==> src/rtl/sprite_motion_pkg.sv <==
// sprite_pkg: shared widths and motion state encoding for the sprite controller
package sprite_pkg;
  localparam int CORDW = 16;
  localparam int ADDRW = 11;
  typedef enum logic [1:0] {GROUND = 2'd0, RISE = 2'd1, FALL = 2'd2} motion_state_t;
endpackage

==> src/rtl/sprite_motion_if.sv <==
// sprite_motion_if: frame/control inputs and registered sprite outputs
interface sprite_motion_if;
  import sprite_pkg::*;
  logic i_frame;
  logic i_walk_en;
  logic i_jump_n;
  logic signed [CORDW-1:0] o_sprx;
  logic signed [CORDW-1:0] o_spry;
  logic [ADDRW-1:0] o_base_addr;
  logic o_airborne;
  logic [1:0] o_state;
  modport master (output i_frame, i_walk_en, i_jump_n, input o_sprx, o_spry, o_base_addr, o_airborne, o_state);
  modport slave (input i_frame, i_walk_en, i_jump_n, output o_sprx, o_spry, o_base_addr, o_airborne, o_state);
endinterface

==> src/rtl/sprite_motion_key_sync_edge.sv <==
// key_sync_edge: 2-flop synchronizer plus falling-edge pulse for an active-low button
module key_sync_edge (
  input  logic i_clk,
  input  logic i_rst_n,
  input  logic i_key_n,
  output logic o_fall
);
  logic r_s0, r_s1, r_prev;
  always_ff @(posedge i_clk or negedge i_rst_n)
    if (!i_rst_n) {r_s0, r_s1, r_prev} <= 3'b111;
    else {r_s0, r_s1, r_prev} <= {i_key_n, r_s0, r_s1};
  assign o_fall = r_prev & ~r_s1;
endmodule

==> src/rtl/sprite_motion.sv <==
// sprite_motion: per-frame walk, jump and animation-frame selection for a sprite
module sprite_motion
  import sprite_pkg::*;
#(
  parameter int SPR_PIXELS = 640,
  parameter int H_RES      = 800,
  parameter int WRAP_LEFT  = -132,
  parameter int SPEED_X    = 2,
  parameter int GROUND_Y   = 240,
  parameter int JUMP_V0    = 12,
  parameter int GRAVITY    = 1,
  parameter int ANIM_STEP  = 16
) (
  input logic i_clk,
  input logic i_rst_n,
  sprite_motion_if.slave bus
);
  localparam logic signed [CORDW-1:0] X0 = CORDW'(H_RES);
  localparam logic signed [CORDW-1:0] XL = CORDW'(WRAP_LEFT);
  localparam logic signed [CORDW-1:0] DX = CORDW'(SPEED_X);
  localparam logic signed [CORDW-1:0] Y0 = CORDW'(GROUND_Y);
  localparam logic [7:0] G = 8'(GRAVITY);
  localparam logic [ADDRW-1:0] B1 = ADDRW'(SPR_PIXELS);
  localparam logic [ADDRW-1:0] B2 = ADDRW'(2 * SPR_PIXELS);
  motion_state_t r_state, w_state;
  logic [7:0] r_vel, w_vel, w_v1;
  logic signed [CORDW-1:0] r_x, r_y, w_x, w_y, w_vel_s, w_ysum;
  logic [ADDRW-1:0] r_base, w_base;
  logic [5:0] r_cnt, w_cnt;
  logic r_req, r_air, w_fall;
  key_sync_edge u_key (.i_clk(i_clk), .i_rst_n(i_rst_n), .i_key_n(bus.i_jump_n), .o_fall(w_fall));
  assign w_v1 = r_vel + G;
  assign w_vel_s = CORDW'(r_vel);
  assign w_ysum = r_y + CORDW'(w_v1);
  always_comb begin
    w_state = r_state;
    w_vel = r_vel;
    w_y = r_y;
    w_base = r_base;
    w_cnt = r_cnt;
    w_x = !bus.i_walk_en ? r_x : (r_x > XL) ? r_x - DX : X0;
    case (r_state)
      GROUND: begin
        if (r_req) begin
          w_state = RISE;
          w_vel = 8'(JUMP_V0);
        end
        w_base = !bus.i_walk_en ? '0 :
                 r_cnt == '0 ? '0 :
                 r_cnt == 6'(ANIM_STEP - 1) ? B1 :
                 r_cnt == 6'(2 * ANIM_STEP - 1) ? '0 :
                 r_cnt == 6'(3 * ANIM_STEP - 1) ? B2 : r_base;
        w_cnt = bus.i_walk_en ? r_cnt + 6'd1 : r_cnt;
      end
      RISE: begin
        w_y = r_y - w_vel_s;
        w_base = B1;
        w_vel = (r_vel <= G) ? '0 : r_vel - G;
        w_state = (r_vel <= G) ? FALL : RISE;
      end
      default: begin
        w_base = B1;
        w_vel = w_v1;
        w_y = w_ysum;
        if (w_ysum >= Y0) begin
          w_y = Y0;
          w_vel = '0;
          w_state = GROUND;
          w_base = '0;
          w_cnt = '0;
        end
      end
    endcase
  end
  // a new press landing on a frame pulse must survive that frame's clear
  always_ff @(posedge i_clk or negedge i_rst_n)
    if (!i_rst_n) r_req <= 1'b0;
    else r_req <= w_fall | (r_req & ~bus.i_frame);
  always_ff @(posedge i_clk or negedge i_rst_n)
    if (!i_rst_n) begin
      r_state <= GROUND;
      r_vel <= '0;
      r_x <= X0;
      r_y <= Y0;
      r_base <= '0;
      r_cnt <= '0;
      r_air <= 1'b0;
    end else if (bus.i_frame) begin
      r_state <= w_state;
      r_vel <= w_vel;
      r_x <= w_x;
      r_y <= w_y;
      r_base <= w_base;
      r_cnt <= w_cnt;
      r_air <= w_state != GROUND;
    end
  assign bus.o_sprx = r_x;
  assign bus.o_spry = r_y;
  assign bus.o_base_addr = r_base;
  assign bus.o_airborne = r_air;
  assign bus.o_state = r_state;
endmodule

==> src/flat_wrapper.sv <==
// flat-port wrapper written by rule: the top's interface ports become plain ports
module sprite_motion_flat import sprite_pkg::*;
#(
  parameter int SPR_PIXELS = 640,
  parameter int H_RES      = 800,
  parameter int WRAP_LEFT  = -132,
  parameter int SPEED_X    = 2,
  parameter int GROUND_Y   = 240,
  parameter int JUMP_V0    = 12,
  parameter int GRAVITY    = 1,
  parameter int ANIM_STEP  = 16
)
  (i_clk, i_rst_n, bus_i_frame, bus_i_walk_en, bus_i_jump_n, bus_o_sprx, bus_o_spry, bus_o_base_addr, bus_o_airborne, bus_o_state);
  sprite_motion_if bus_i ();
  input logic i_clk;
  input logic i_rst_n;
  input wire logic [$bits(bus_i.i_frame)-1:0] bus_i_frame;
  input wire logic [$bits(bus_i.i_walk_en)-1:0] bus_i_walk_en;
  input wire logic [$bits(bus_i.i_jump_n)-1:0] bus_i_jump_n;
  output wire logic [$bits(bus_i.o_sprx)-1:0] bus_o_sprx;
  output wire logic [$bits(bus_i.o_spry)-1:0] bus_o_spry;
  output wire logic [$bits(bus_i.o_base_addr)-1:0] bus_o_base_addr;
  output wire logic [$bits(bus_i.o_airborne)-1:0] bus_o_airborne;
  output wire logic [$bits(bus_i.o_state)-1:0] bus_o_state;
  assign bus_i.i_frame = bus_i_frame;
  assign bus_i.i_walk_en = bus_i_walk_en;
  assign bus_i.i_jump_n = bus_i_jump_n;
  assign bus_o_sprx = bus_i.o_sprx;
  assign bus_o_spry = bus_i.o_spry;
  assign bus_o_base_addr = bus_i.o_base_addr;
  assign bus_o_airborne = bus_i.o_airborne;
  assign bus_o_state = bus_i.o_state;
  sprite_motion #(.SPR_PIXELS(SPR_PIXELS), .H_RES(H_RES), .WRAP_LEFT(WRAP_LEFT), .SPEED_X(SPEED_X), .GROUND_Y(GROUND_Y), .JUMP_V0(JUMP_V0), .GRAVITY(GRAVITY), .ANIM_STEP(ANIM_STEP)) u_core (.i_clk(i_clk), .i_rst_n(i_rst_n), .bus(bus_i));
endmodule
==> config.mk <==
export PLATFORM = sky130hd
export DESIGN_NAME = sprite_motion_flat
export DESIGN_NICKNAME = d
export VERILOG_FILES = /design/src/rtl/sprite_motion_pkg.sv /design/src/rtl/sprite_motion_if.sv /design/src/rtl/sprite_motion_key_sync_edge.sv /design/src/rtl/sprite_motion.sv /design/src/flat_wrapper.sv
export SDC_FILE = /design/constraint.sdc
export NUM_CORES = 1
export LEC_CHECK = 0
export ABC_AREA = 1
export BUFFER_PORTS_ARGS = -buffer_cell sky130_fd_sc_hd__buf_4
export CORE_MARGIN = 2
export CORE_UTILIZATION = 50
export CTS_CLUSTER_DIAMETER = 30
export CTS_CLUSTER_SIZE = 28
export DETAILED_ROUTE_END_ITERATION = 8
export PLACE_DENSITY = 0.7
export RECOVER_POWER = 25
export SLEW_MARGIN = 10
export SYNTH_ARGS = -nofsm -noshare
export SYNTH_HDL_FRONTEND = slang
export SYNTH_SLANG_ARGS = --single-unit
==> constraint.sdc <==
create_clock -name i_clk -period 2.7 [get_ports i_clk]
set_input_delay 0.135 -clock i_clk [delete_from_list [all_inputs] [get_ports i_clk]]
set_output_delay 0.135 -clock i_clk [all_outputs]
set_load 0.02 [all_outputs]
* After elaboration in Yosys (flattened, before gate mapping)
Index checks and enable logic that the tools add are counted. Widths: inputs -> output; s select.
Word-level totals: register bits after elaboration 64, input port bits 5
Cells by class: mux-type cells 21, $lt $le $gt $ge 3, equal/unequal tests 7, bitwise operators 7, $add $sub $neg 6, reductions and logical operators 9
Operator list (count):
- $mux 11 | 5
- $mux 16 | 2
- $pmux 16 s2 | 1
- $mux 8 | 3
- $pmux 11 s2 | 1
- $add 16x8->16 | 1
- $ge 16x9->1 const B | 1
- $gt 16x9->1 const B | 1
- $pmux 8 s2 | 1
- $sub 16x3->16 const B | 1
- $sub 16x9->16 | 1
- $mux 6 | 2
- $pmux 6 s2 | 1
- $mux 10 | 1
- $add 8x1->8 const B | 1
- $le 8x1->1 const B | 1
- $reduce_and 2->1 | 4
- $sub 8x1->8 const B | 1
- $add 6x1->6 const B | 1
- $eq 6x4->1 const B | 1
- $eq 6x5->1 const B | 1
- $eq 6x6->1 const B | 1
- $logic_not 6->1 | 1
- $mux 2 | 3
- other kinds (11) | 16

* Longest topological paths before layout
Gate-level depths: netlist (run 1).
word-level depth 7, gate-level depth with buffers 24

* By module
Synthesis (run 1) repeated with hierarchy kept, for this count alone.
Second synthesis, totals: cell total of the unflattened synthesis 631, area, all modules 4342.9 µm²
By module, submodules not included:
- sprite_motion | cells an instance 626, sequential area each 1285.0 µm², instances 1, area an instance 4254.1 µm²
- key_sync_edge | cells an instance 5, sequential area each 78.8 µm², instances 1, area an instance 88.8 µm²

* Worst setup path before layout (run 1)
Ideal clock, no wire load.
path kind register to register, from register u_core.r_vel[1], to register u_core.r_cnt[2], clock period less this slack 2.969 ns, arrival time 2.848 ns, setup time 0.121 ns, slack -0.269 ns, cell stages (with the launch flop) 23, required time 2.579 ns, cell sequence dfrtp_1 inv_1 nor3_1 nand3_1 nor3_1 xor2_1 inv_1 ha_1 nand2_1 nand2_1 nand2_1 or2_1 nand2_1 nand2_1 nand2_1 nand2_1 nor2_2 nand3_1 nand2_2 nand2_4 nand2_4 buf_12 o21ai_1
Between the ends: longest elaborated chain between the ends 5
RTL lines:
- from (decl) | RTL line sprite_motion.sv:26 | logic [7:0] r_vel, w_vel, w_v1;
- from (signal assigned) | RTL line sprite_motion.sv:90 | r_vel <= w_vel;
- $add 8x1->8 | RTL line sprite_motion.sv:32 | assign w_v1 = r_vel + G;
- $add 16x8->16 | RTL line sprite_motion.sv:34 | assign w_ysum = r_y + CORDW'(w_v1);
- $ge 16x9->1 | RTL line sprite_motion.sv:65 | if (w_ysum >= Y0) begin
- $reduce_bool 2->1 (no line)
- $reduce_and 4->1 (no line)
- to (signal assigned) | RTL line sprite_motion.sv:94 | r_cnt <= w_cnt;
- to (decl) | RTL line sprite_motion.sv:29 | logic [5:0] r_cnt, w_cnt;
No other way between the ends. A chain may end at the register's enable or synchronous reset.

* Final worst setup path (run 1)
from register u_core.r_vel[1], to register u_core.r_y[5] (netlist: u_core.bus.o_spry[5])
Between the ends: longest elaborated chain between the ends 5
RTL lines:
- $add 8x1->8 | RTL line sprite_motion.sv:32
- $add 16x8->16 | RTL line sprite_motion.sv:34
- $ge 16x9->1 | RTL line sprite_motion.sv:65
- $mux 16 | RTL line sprite_motion.sv:65
- $pmux 16 s2 * | RTL line sprite_motion.sv:42 | case (r_state)
- to (signal assigned) | RTL line sprite_motion.sv:92 | r_y <= w_y;
- to (decl) | RTL line sprite_motion.sv:27 | logic signed [CORDW-1:0] r_x, r_y, w_x, w_y, w_vel_s, w_ysum;
Every way passes the cells marked *; elsewhere a longest branch is shown, timed or not.

==> results of run 1 <==
## cells in the final DEF, fill, tap and decap left out, types with 5 or more instances in the layout
cell type | Yosys | final
nand2_4 | 4 | 6
nand2_1 | 142 | 132
a21oi_1 | 29 | 27
dfstp_2 | 10 | 10
inv_1 | 82 | 77
o21ai_2 | 4 | 5
nand2_2 | 13 | 20
nand3_1 | 57 | 45
nand4_1 | 8 | 8
xor2_1 | 23 | 21
o21ai_0 | 29 | 24
nor4_1 | 6 | 6
inv_2 | 3 | 8
conb_1 | 1 | 8
ha_1 | 25 | 19
clkbuf_8 | 0 | 5
a31oi_1 | 7 | 7
xnor2_1 | 6 | 6
ha_4 | 0 | 5
nor2_1 | 66 | 65
nor3_1 | 9 | 6
nand3_2 | 1 | 11
o21ai_1 | 6 | 10
nor2_2 | 6 | 5
buf_4 | 11 | 113
dfrtp_1 | 44 | 44
## worst max-delay path, cell delays in order (launching register included)
cell	delay, ps
dfrtp_1	440
ha_2	250
nand3_4	90
nor3_4	230
xor2_2	290
ha_1	300
nand2_1	90
nand2_2	100
a21oi_4	200
inv_1	50
nand2_1	70
nand2_1	50
nand2_1	90
nand3_2	90
nor2_2	130
nand3_2	90
nand2_4	130
buf_6	160
nand2_1	70
nor2_1	90
o21ai_0	80
## timing repair
| action | in CTS | in global routing |
|---|---|---|
| hold buffers | 2 | 0 |
| resized for setup | 25 | 37 |
| setup buffers | 5 | 6 |
| pin swaps | 20 | 25 |
| hold endpoints to repair | 45 | 0 |
| gates cloned | 1 | 0 |
| setup endpoints to repair | 32 | 34 |
## state kept, by name (all words and copies together) (netlist names)
| register | flops |
|---|---|
| u_core.bus.o_spry | 16 |
| u_core.bus.o_sprx | 15 |
| u_core.r_vel | 8 |
| u_core.r_cnt | 6 |
| u_core.bus.o_base_addr | 2 |
| u_core.bus.o_state | 2 |
| u_core.bus.o_airborne | 1 |
| u_core.r_req | 1 |
| u_core.u_key.r_prev | 1 |
| u_core.u_key.r_s0 | 1 |
| u_core.u_key.r_s1 | 1 |
## metal layers
metal / up-vias / part of all wire, % / GRT usage [%]
met5: - / 0 / 0
met4: 0 / 2.3 / 8.33
met3: 23 / 4.2 / 3.01
met2: 111 / 50 / 43.7
met1: 2074 / 44 / 33.0
li1: 2234 / - / -
## path summary, 6_finish.rpt
kind | start | endpoint | slack, ps | depth (start not counted)
hold / removal | bus_i_frame | u_core.bus.o_state[0] | 30 | 2
setup reg to reg | u_core.r_vel[1] | u_core.bus.o_spry[5] | -450 | 20
setup / recovery | u_core.r_vel[1] | u_core.bus.o_spry[5] | -450 | 20
max in group asynchronous | i_rst_n | u_core.bus.o_base_addr[8] | 1240 | 2
hold reg to reg | u_core.u_key.r_s0 | u_core.u_key.r_s1 | 360 | 0
min in group asynchronous | i_rst_n | u_core.bus.o_sprx[6] | 650 | 2
## cell families after synthesis
logic type	after synthesis	share of synthesized area (%)
XOR/XNOR	29	5.78
other	1	0.0853
buffers and inverters	112	11.7
flip-flops	54	31.0
adder cells (fa/ha/maj)	27	8.03
AO/OA/AOI/OAI	86	11.0
AND/OR/NAND/NOR	320	32.4
## area by class of cell
type	count	share of cell area, %
clock buffers	6	1.28
clock inverters	2	0.308
inverters	88	5.81
multi-input cells	471	49.9
flip-flops and latches	54	24.0
well taps	108	2.38
repair buffers	121	16.3
## power groups by stage
stage | clock, W | combinational, W | sequential [W]
after detailed placement | 0 | 0.00527 | 0.00162
after CTS | 0.000508 | 0.00555 | 0.00162
after floorplan | 0 | 0.00305 | 0.00175
after global placement | 0 | 0.00515 | 0.00161
final | 0.000487 | 0.00594 | 0.00164
after global routing | 0.000530 | 0.00654 | 0.00170
## through the flow
stage / setup WS (ps) / instances / TNS (ps) / utilization [%]
5_1_grt: -676 / 850 / -19850 / 65.8
3_3_place_gp: -321 / 828 / -8540 / 60.3
3_5_place_dp: -420 / 828 / -11370 / 60.3
2_1_floorplan: -145 / 636 / -2550 / -
6_report: -455 / 850 / -12910 / 65.8
4_1_cts: -345 / 844 / -9670 / 63.6
==> summary.md, run 1 <==
| Metric | Value |
|---|---|
| Sequential power share | 20.3% |
| Kind of critical path | reg2reg |
| Pwr Density | 1420 mW/mm2 |
| Clk buf depth | 2 |
| Mapped cell area | 0.00440 mm2 |
| Routed Antenna Nets | 0 |
| Top cell type's share of synthesized area | 25.0% |
| Post-synthesis sequential area ratio | 31.0% |
| H-tree levels | 2 |
| Post-synth top area cell | dfrtp_1 |
| Most instantiated library cell after synthesis | nand2_1 |
| Initial DRC count | 205 |
| Worst-Skew Late Latency | 320 ps |
| Min setup slack post-route | -455 ps |
| Async S/R FF share, synth | 100% |
| YS warnings | 0 |
| Min-Delay Path Class | in2reg |
| Synth cell types | 39 |
| Grt total ovfl | 0 |
| CTS Buf Count | 5 |
| Starting density of the core | 50.9% |
| Vias in the first global route | 4428 |
| CTS tree | built |
| Chip width | 97.8 um |
| Crit end category | flip-flop |
| RSZ-0062 raised after global routing | yes |
| Hold slack | 26.4 ps |
| PortBufs | 42 |
| Max-cap check violation count | 0 |
| CP Data Required Time | 2950 ps |
| Gr usage total | 25.2% |
| Final Max Tran Viols | 0 |
| Largest net degree at the start of global routing | 55 |
| Total design power | 0.00807 W |
| Int Pwr | 0.00402 W |
| Layout cells sized above 1 | 29.2% |
| Logic pwr share | 73.7% |
| Cell Area, Placed | 0.00521 mm2 |
| Worst-path fanout max | 8 |
| Avg WL per Cell | 14.1 um |
| Area growth from synthesis to layout | 29.3% |
| Vias per cell | 5.23 |
| Multi-input logic area | 0.00284 mm2 |
| Failing checks | setup timing |
| Die area | 0.00956 mm2 |
| Ports | 51 |
| Synth top cells by count | nand2_1 (142), inv_1 (82), nor2_1 (66) |
| Endpoints failing hold | 0 |
| Fin crit share | 117% |
| Placer Congestion | 0.895 |
| Fill cells | 770 |
| Net Sw Power | 0.00405 W |
| Post-synth EDFFs | 0 |
| Clock share of power | 6.0% |
| Slew @ Worst Pin | 1360 ps |
| Status | finished, violations left |
| Worst ir drop on vdd | 0.000577 V |
| Crit start category | flip-flop |
| Fmax | 317 MHz |
| CTS sink count | 54 |
| FF/Latch Area | 0.00136 mm2 |
| Residual DRC count | 0 |
| Slew headroom | 9.52% |
| Final setup fails | 32 |
| Synthesized flop and latch total | 54 |
| Initial antenna violation count | 0 |
| Via Count | 4442 |
| Main synth FF type | dfrtp_1 |
| Die height | 97.8 um |
| Diode count | 0 |
| Core area | 0.00864 mm2 |
| Worst-path clk slew | 110 ps |
| Mapped Cells | 629 |
| Synth top area cells | dfrtp_1 (25%), nand2_1 (12%), ha_1 (7.1%), inv_1 (7.0%), nand3_1 (6.5%) |
| Design area | 0.00568 mm2 |
| Clock root cell | clkbuf_8 |
| Crit path time final | 3150 ps |
| Avg Cell Area, Syn | 6.99 um2 |
| Cell Rows | 34 |
| Sw Ratio | 50.2% |
| LEAKAGE | 2.92 nW |
| Post-DP HPWL | 8820 um |
| Post-Route Skew | 5.60 ps |
| Worst EP arrival | 3410 ps |
| First drt pass iteration count | 4 |
| Fin nets | 773 |
| First-pass GRT wire length | 20200 um |
| WL final | 12000 um |
(Power assumes the default switching activity.)
==> inputs of run 2 (changes only) <==
CTS_BUF_LIST = sky130_fd_sc_hd__clkbuf_4 sky130_fd_sc_hd__clkbuf_8   (was default)
CTS_CLUSTER_SIZE = 20   (was 28)
SLEW_MARGIN = default   (was 10)
==> summary.md, run 2 (synthesized netlist as in run 1, its figures left out) <==
| Metric | Value |
|---|---|
| Post-DP HPWL | 8820 um |
| Grt total ovfl | 0 |
| Status | finished, violations left |
| CTS sink count | 54 |
| Failing checks | setup timing |
| H-tree levels | 2 |
| Worst EP arrival | 3400 ps |
| Initial DRC count | 190 |
| Cell Area, Placed | 0.00521 mm2 |
| Cell Rows | 34 |
| Die height | 97.8 um |
| Kind of critical path | reg2reg |
| Slew headroom | 9.75% |
| RSZ-0062 raised after global routing | yes |
| Fill cells | 770 |
| Most frequent cells in the layout | nand2_1 (132), buf_4 (113), inv_1 (77) |
| Initial antenna violation count | 0 |
| Max-cap check violation count | 0 |
| Min-Delay Path Class | in2reg |
| Fmax | 317 MHz |
| Gr usage total | 25.3% |
| FF/Latch Area | 0.00136 mm2 |
| Via Count | 4453 |
| Starting density of the core | 50.9% |
| Multi-input logic area | 0.00284 mm2 |
| WL final | 12000 um |
| Pwr Density | 1420 mW/mm2 |
| Fin crit share | 117% |
| Worst-Skew Late Latency | 320 ps |
| Chip width | 97.8 um |
| CP Data Required Time | 2950 ps |
| Largest net degree at the start of global routing | 55 |
| Routed Antenna Nets | 0 |
| Design area | 0.00569 mm2 |
| Worst-path fanout max | 8 |
| Clock root cell | clkbuf_8 |
| Diode count | 0 |
| Area growth from synthesis to layout | 29.3% |
| Fin nets | 773 |
| Crit path time final | 3150 ps |
| Worst-path clk slew | 110 ps |
| Avg WL per Cell | 14.1 um |
| Endpoints failing hold | 0 |
| First-pass GRT wire length | 20200 um |
| First drt pass iteration count | 5 |
| Residual DRC count | 0 |
| Total design power | 0.00808 W |
| Clk buf depth | 2 |
| Layout cells sized above 1 | 29.4% |
| Vias in the first global route | 4433 |
| Final std cells w/o fill | 850 |
| PortBufs | 42 |
| Post-Route Skew | 5.14 ps |
| Vias per cell | 5.24 |
| LEAKAGE | 2.92 nW |
| Setup WS pre-CTS | -420 ps |
| Worst ir drop on vdd | 0.000579 V |
| Min setup slack post-route | -454 ps |
| Placer Congestion | 0.895 |
| Placed Cells | 828 |
| Crit start category | flip-flop |
| Die area | 0.00956 mm2 |
| CTS tree | built |
| Commonest non-fill, non-tap cell in the layout | nand2_1 |
| Final Max Tran Viols | 0 |
| Ports | 51 |
| Largest register FFs | 16 |
| CTS Buf Count | 5 |
| Crit end category | flip-flop |
| Core area | 0.00864 mm2 |
| Final setup fails | 32 |
| Slew @ Worst Pin | 1350 ps |
==> run 2: cell count changes in the layout (fill, tap and decap cells not counted) <==
| cell | delta |
|---|---|
| clkbuf_4 | +1 |
| clkbuf_1 | -1 |
==> run 2: report_power, final <==
| group | leakage (nW) | internal, W | switching (W) |
|---|---|---|---|
| Combinational | 2.23 | 0.00268 | 0.00327 |
| Clock | 0.0492 | 0.000199 | 0.000299 |
| Sequential | 0.647 | 0.00115 | 0.000480 |
==> run 2: layer usage <==
layer | global-route usage, % | routed length [um]
met1 | 33.0 | 5300
met2 | 43.8 | 5910
met3 | 3.01 | 495
met4 | 8.33 | 318
met5 | 0 | 0
==> run 2: timing repair <==
item,CTS,global route
gates cloned,1,0
pin swaps,20,25
setup buffers,5,6
endpoints found under the setup margin,32,34
resized for setup,25,37
hold endpoints to repair,45,0
hold buffers,2,0
==> run 2: final cells by class <==
| class | instances | area share, % |
|---|---|---|
| well taps | 108 | 2.38 |
| inverters | 88 | 5.81 |
| multi-input cells | 471 | 49.9 |
| flip-flops and latches | 54 | 24.0 |
| clock buffers | 6 | 1.34 |
| clock inverters | 2 | 0.308 |
| repair buffers | 121 | 16.3 |
==> run 2: critical path: stages, from the launching register on <==
cell     delay (ps)
dfrtp_1         440
ha_2            250
nand3_4          90
nor3_4          230
xor2_2          290
ha_1            300
nand2_1          90
nand2_2         100
a21oi_4         200
inv_1            50
nand2_1          70
nand2_1          50
nand2_1          80
nand3_2          90
nor2_2          130
nand3_2          90
nand2_4         130
buf_6           150
nand2_1          60
nor2_1          100
o21ai_1          80
==> run 2: path summary, 6_finish.rpt <==
check,startpoint,to,cells after the start,slack (ps)
max,u_core.r_vel[1],u_core.bus.o_spry[7],20,-450
min,bus_i_frame,u_core.bus.o_state[0],2,30
max reg2reg,u_core.r_vel[1],u_core.bus.o_spry[7],20,-450
min reg2reg,u_core.u_key.r_s0,u_core.u_key.r_s1,0,360
max in group asynchronous,i_rst_n,u_core.bus.o_spry[11],2,1240
min in group asynchronous,i_rst_n,u_core.bus.o_sprx[7],2,650
==> run 2: metrics by stage <==
stage	setup TNS [ps]	hold slack [ps]	util (%)
final	-12930	25.6	65.8
after global routing	-19840	29.8	65.8
after CTS	-9680	38.4	63.6
after detailed placement	-11370	233	60.3
after global placement	-8540	234	60.3
after floorplan	-2550	-161	-
==> inputs of run 3 (changes only) <==
CTS_BUF_LIST = sky130_fd_sc_hd__clkbuf_8   (was sky130_fd_sc_hd__clkbuf_4 sky130_fd_sc_hd__clkbuf_8)
PLACE_DENSITY = 0.67   (was 0.7)
clock period = 4.1 ns   (was 2.7 ns; I/O delays follow)
==> summary.md, run 3 (synthesized netlist as in run 1, its figures left out) <==
| Metric | Value |
|---|---|
| Clk buf depth | 2 |
| Hold Crit Depth | 2 |
| Grt total ovfl | 0 |
| Layout cells sized above 1 | 14.7% |
| First-pass GRT wire length | 18700 um |
| Clock root cell | clkbuf_8 |
| Slew headroom | -110% |
| Gr usage total | 23.3% |
| Avg WL per Cell | 14.1 um |
| H-tree levels | 2 |
| Post-Route Skew | 10.4 ps |
| Min-Delay Path Class | in2reg |
| Commonest non-fill, non-tap cell in the layout | nand2_1 |
| Cell Rows | 34 |
| Initial DRC count | 162 |
| Die height | 97.8 um |
| Final std cells w/o fill | 776 |
| Final setup fails | 0 |
| Ports | 51 |
| Worst-Skew Late Latency | 310 ps |
| Reg2reg start | u_core.r_vel[1] |
| Pwr Density | 875 mW/mm2 |
| Fill cells | 865 |
| Slew @ Worst Pin | 3140 ps |
| Starting density of the core | 50.9% |
| CP max-delay cell | dfrtp_1 |
| RSZ-0062 raised after global routing | no |
| First drt pass iteration count | 4 |
| CTS Buf Count | 5 |
| Worst Hold Launch | bus_i_frame |
| Cell Area, Placed | 0.00472 mm2 |
| R2R cell count | 21 |
| CTS tree | built |
| PortBufs | 42 |
| Setup TNS | 0 ps |
| Kind of critical path | reg2reg |
| Crit end category | flip-flop |
| CTS sink count | 54 |
| Diode count | 0 |
| Die area | 0.00956 mm2 |
| Worst-path clk slew | 110 ps |
| Failing checks | capacitance limit, slew limit |
| Largest net degree at the start of global routing | 55 |
| Area growth from synthesis to layout | 10.2% |
| Crit path time final | 3580 ps |
| Initial antenna violation count | 0 |
| LEAKAGE | 2.52 nW |
| Max-cap check violation count | 1 |
| Worst-path fanout max | 22 |
| Fmax | 279 MHz |
| Fin crit share | 87.3% |
| Design area | 0.00485 mm2 |
| CP dominant cell by count | nand2_1 |
| Status | finished, violations left |
| Final Max Tran Viols | 55 |
| # Post-CTS Setup Buffers | 0 |
| Total design power | 0.00424 W |
| Chip width | 97.8 um |
| Capturing point of the worst reg2reg path | u_core.r_cnt[1] |
| Worst ir drop on vdd | 0.000350 V |
| Residual DRC count | 0 |
| Vias in the first global route | 4023 |
| Placer Congestion | 0.920 |
| CP Data Required Time | 4340 ps |
| Endpoints failing hold | 0 |
| Largest register FFs | 16 |
| Crit start category | flip-flop |
| Post-DP HPWL | 8160 um |
| Worst EP arrival | 3820 ps |
| R2R Setup Slk | 520 ps |
| Min-Delay Endpoint | u_core.bus.o_state[0] |
| Worst path cell trace | inv_1, nor3_1, nand3_1, nor3_1, xor2_1, inv_1, ha_1, nand2_1, nor2_2, nand3_1, nand3_1, nand2_1, nand2_1, nand2_1, nor2_1, nand3_1, nand2_4, nand2_4, nand2_4, nand2_1, o21ai_1 |
| Vias per cell | 5.27 |
| Via Count | 4092 |
| Core area | 0.00864 mm2 |
| Most frequent cells in the layout | nand2_1 (142), inv_1 (82), nor2_1 (66) |
| Placed Cells | 766 |
| Routed Antenna Nets | 0 |
| Max stage delay on crit path | 440 ps |
| WL final | 10900 um |
| Fin nets | 699 |
==> run 3: changes by cell type in the layout (fill, tap and decap cells not counted), moves of 6 or more <==
cell,delta
nand2_2,-8
nand2_1,+10
nand3_2,-10
nand3_1,+12
ha_1,+6
buf_4,-69
==> run 3: worst max-delay path by stage <==
stage	from	endpoint	slack, ps	cells after the start
after floorplan	u_core.r_vel[1]	u_core.r_cnt[2]	1130	22
after global placement	u_core.r_vel[1]	u_core.r_cnt[1]	550	21
after detailed placement	u_core.r_vel[1]	u_core.r_cnt[2]	440	21
after CTS	u_core.r_vel[1]	u_core.r_cnt[2]	400	21
after global routing	u_core.r_vel[1]	u_core.r_cnt[4]	130	21
final	u_core.r_vel[1]	u_core.r_cnt[1]	520	21
==> run 3: metal layers <==
metal / part of all wire (%) / GRT usage (%) / vias to the layer above
met1: 47 / 30.8 / 1914
met5: 0 / 0 / -
li1: - / - / 2078
met2: 48 / 40.6 / 85
met3: 3.3 / 2.58 / 15
met4: 1.3 / 6.94 / 0
==> run 3: what timing repair did <==
action                                  4_1_cts  5_1_grt
resized for setup                             0        1
endpoints found under the hold margin        45        0
endpoints found under the setup margin        0        5
hold buffers                                  2        0
==> run 3: final cells by class <==
| type | count | area (um2) | share of cell area [%] |
|---|---|---|---|
| clock inverter | 1 | 8.76 | 0.181 |
| timing repair buffer | 48 | 362 | 7.46 |
| inverter | 88 | 330 | 6.82 |
| tap | 108 | 135 | 2.79 |
| sequential | 54 | 1360 | 28.1 |
| clock buffer | 7 | 96.3 | 1.99 |
| multi-input combinational | 470 | 2550 | 52.6 |
==> run 3: power by group <==
group / internal [W] / switching [W] / leakage, nW
combinational: 0.00105 / 0.00175 / 1.81
sequential: 0.000760 / 0.000333 / 0.646
clock: 0.000156 / 0.000192 / 0.0544
==> run 3: worst max-delay path, delay by kind of cell, from the launching register on <==
kind	cells	cell delay, ps
buffers and inverters	2	230
flip-flops	1	440
AO/OA/AOI/OAI	1	70
XOR/XNOR	1	160
adder cells (fa/ha/maj)	1	320
AND/OR/NAND/NOR	16	2280
==> run 3: per-stage QoR <==
| step | util [%] | hold slack (ps) | worst slack [ps] |
|---|---|---|---|
| after floorplan | - | -90.6 | 1130 |
| after global placement | 54.7 | 303 | 550 |
| after detailed placement | 54.7 | 311 | 444 |
| after CTS | 56.1 | 102 | 402 |
| after global routing | 56.1 | 117 | 126 |
| final | 56.1 | 106 | 519 |
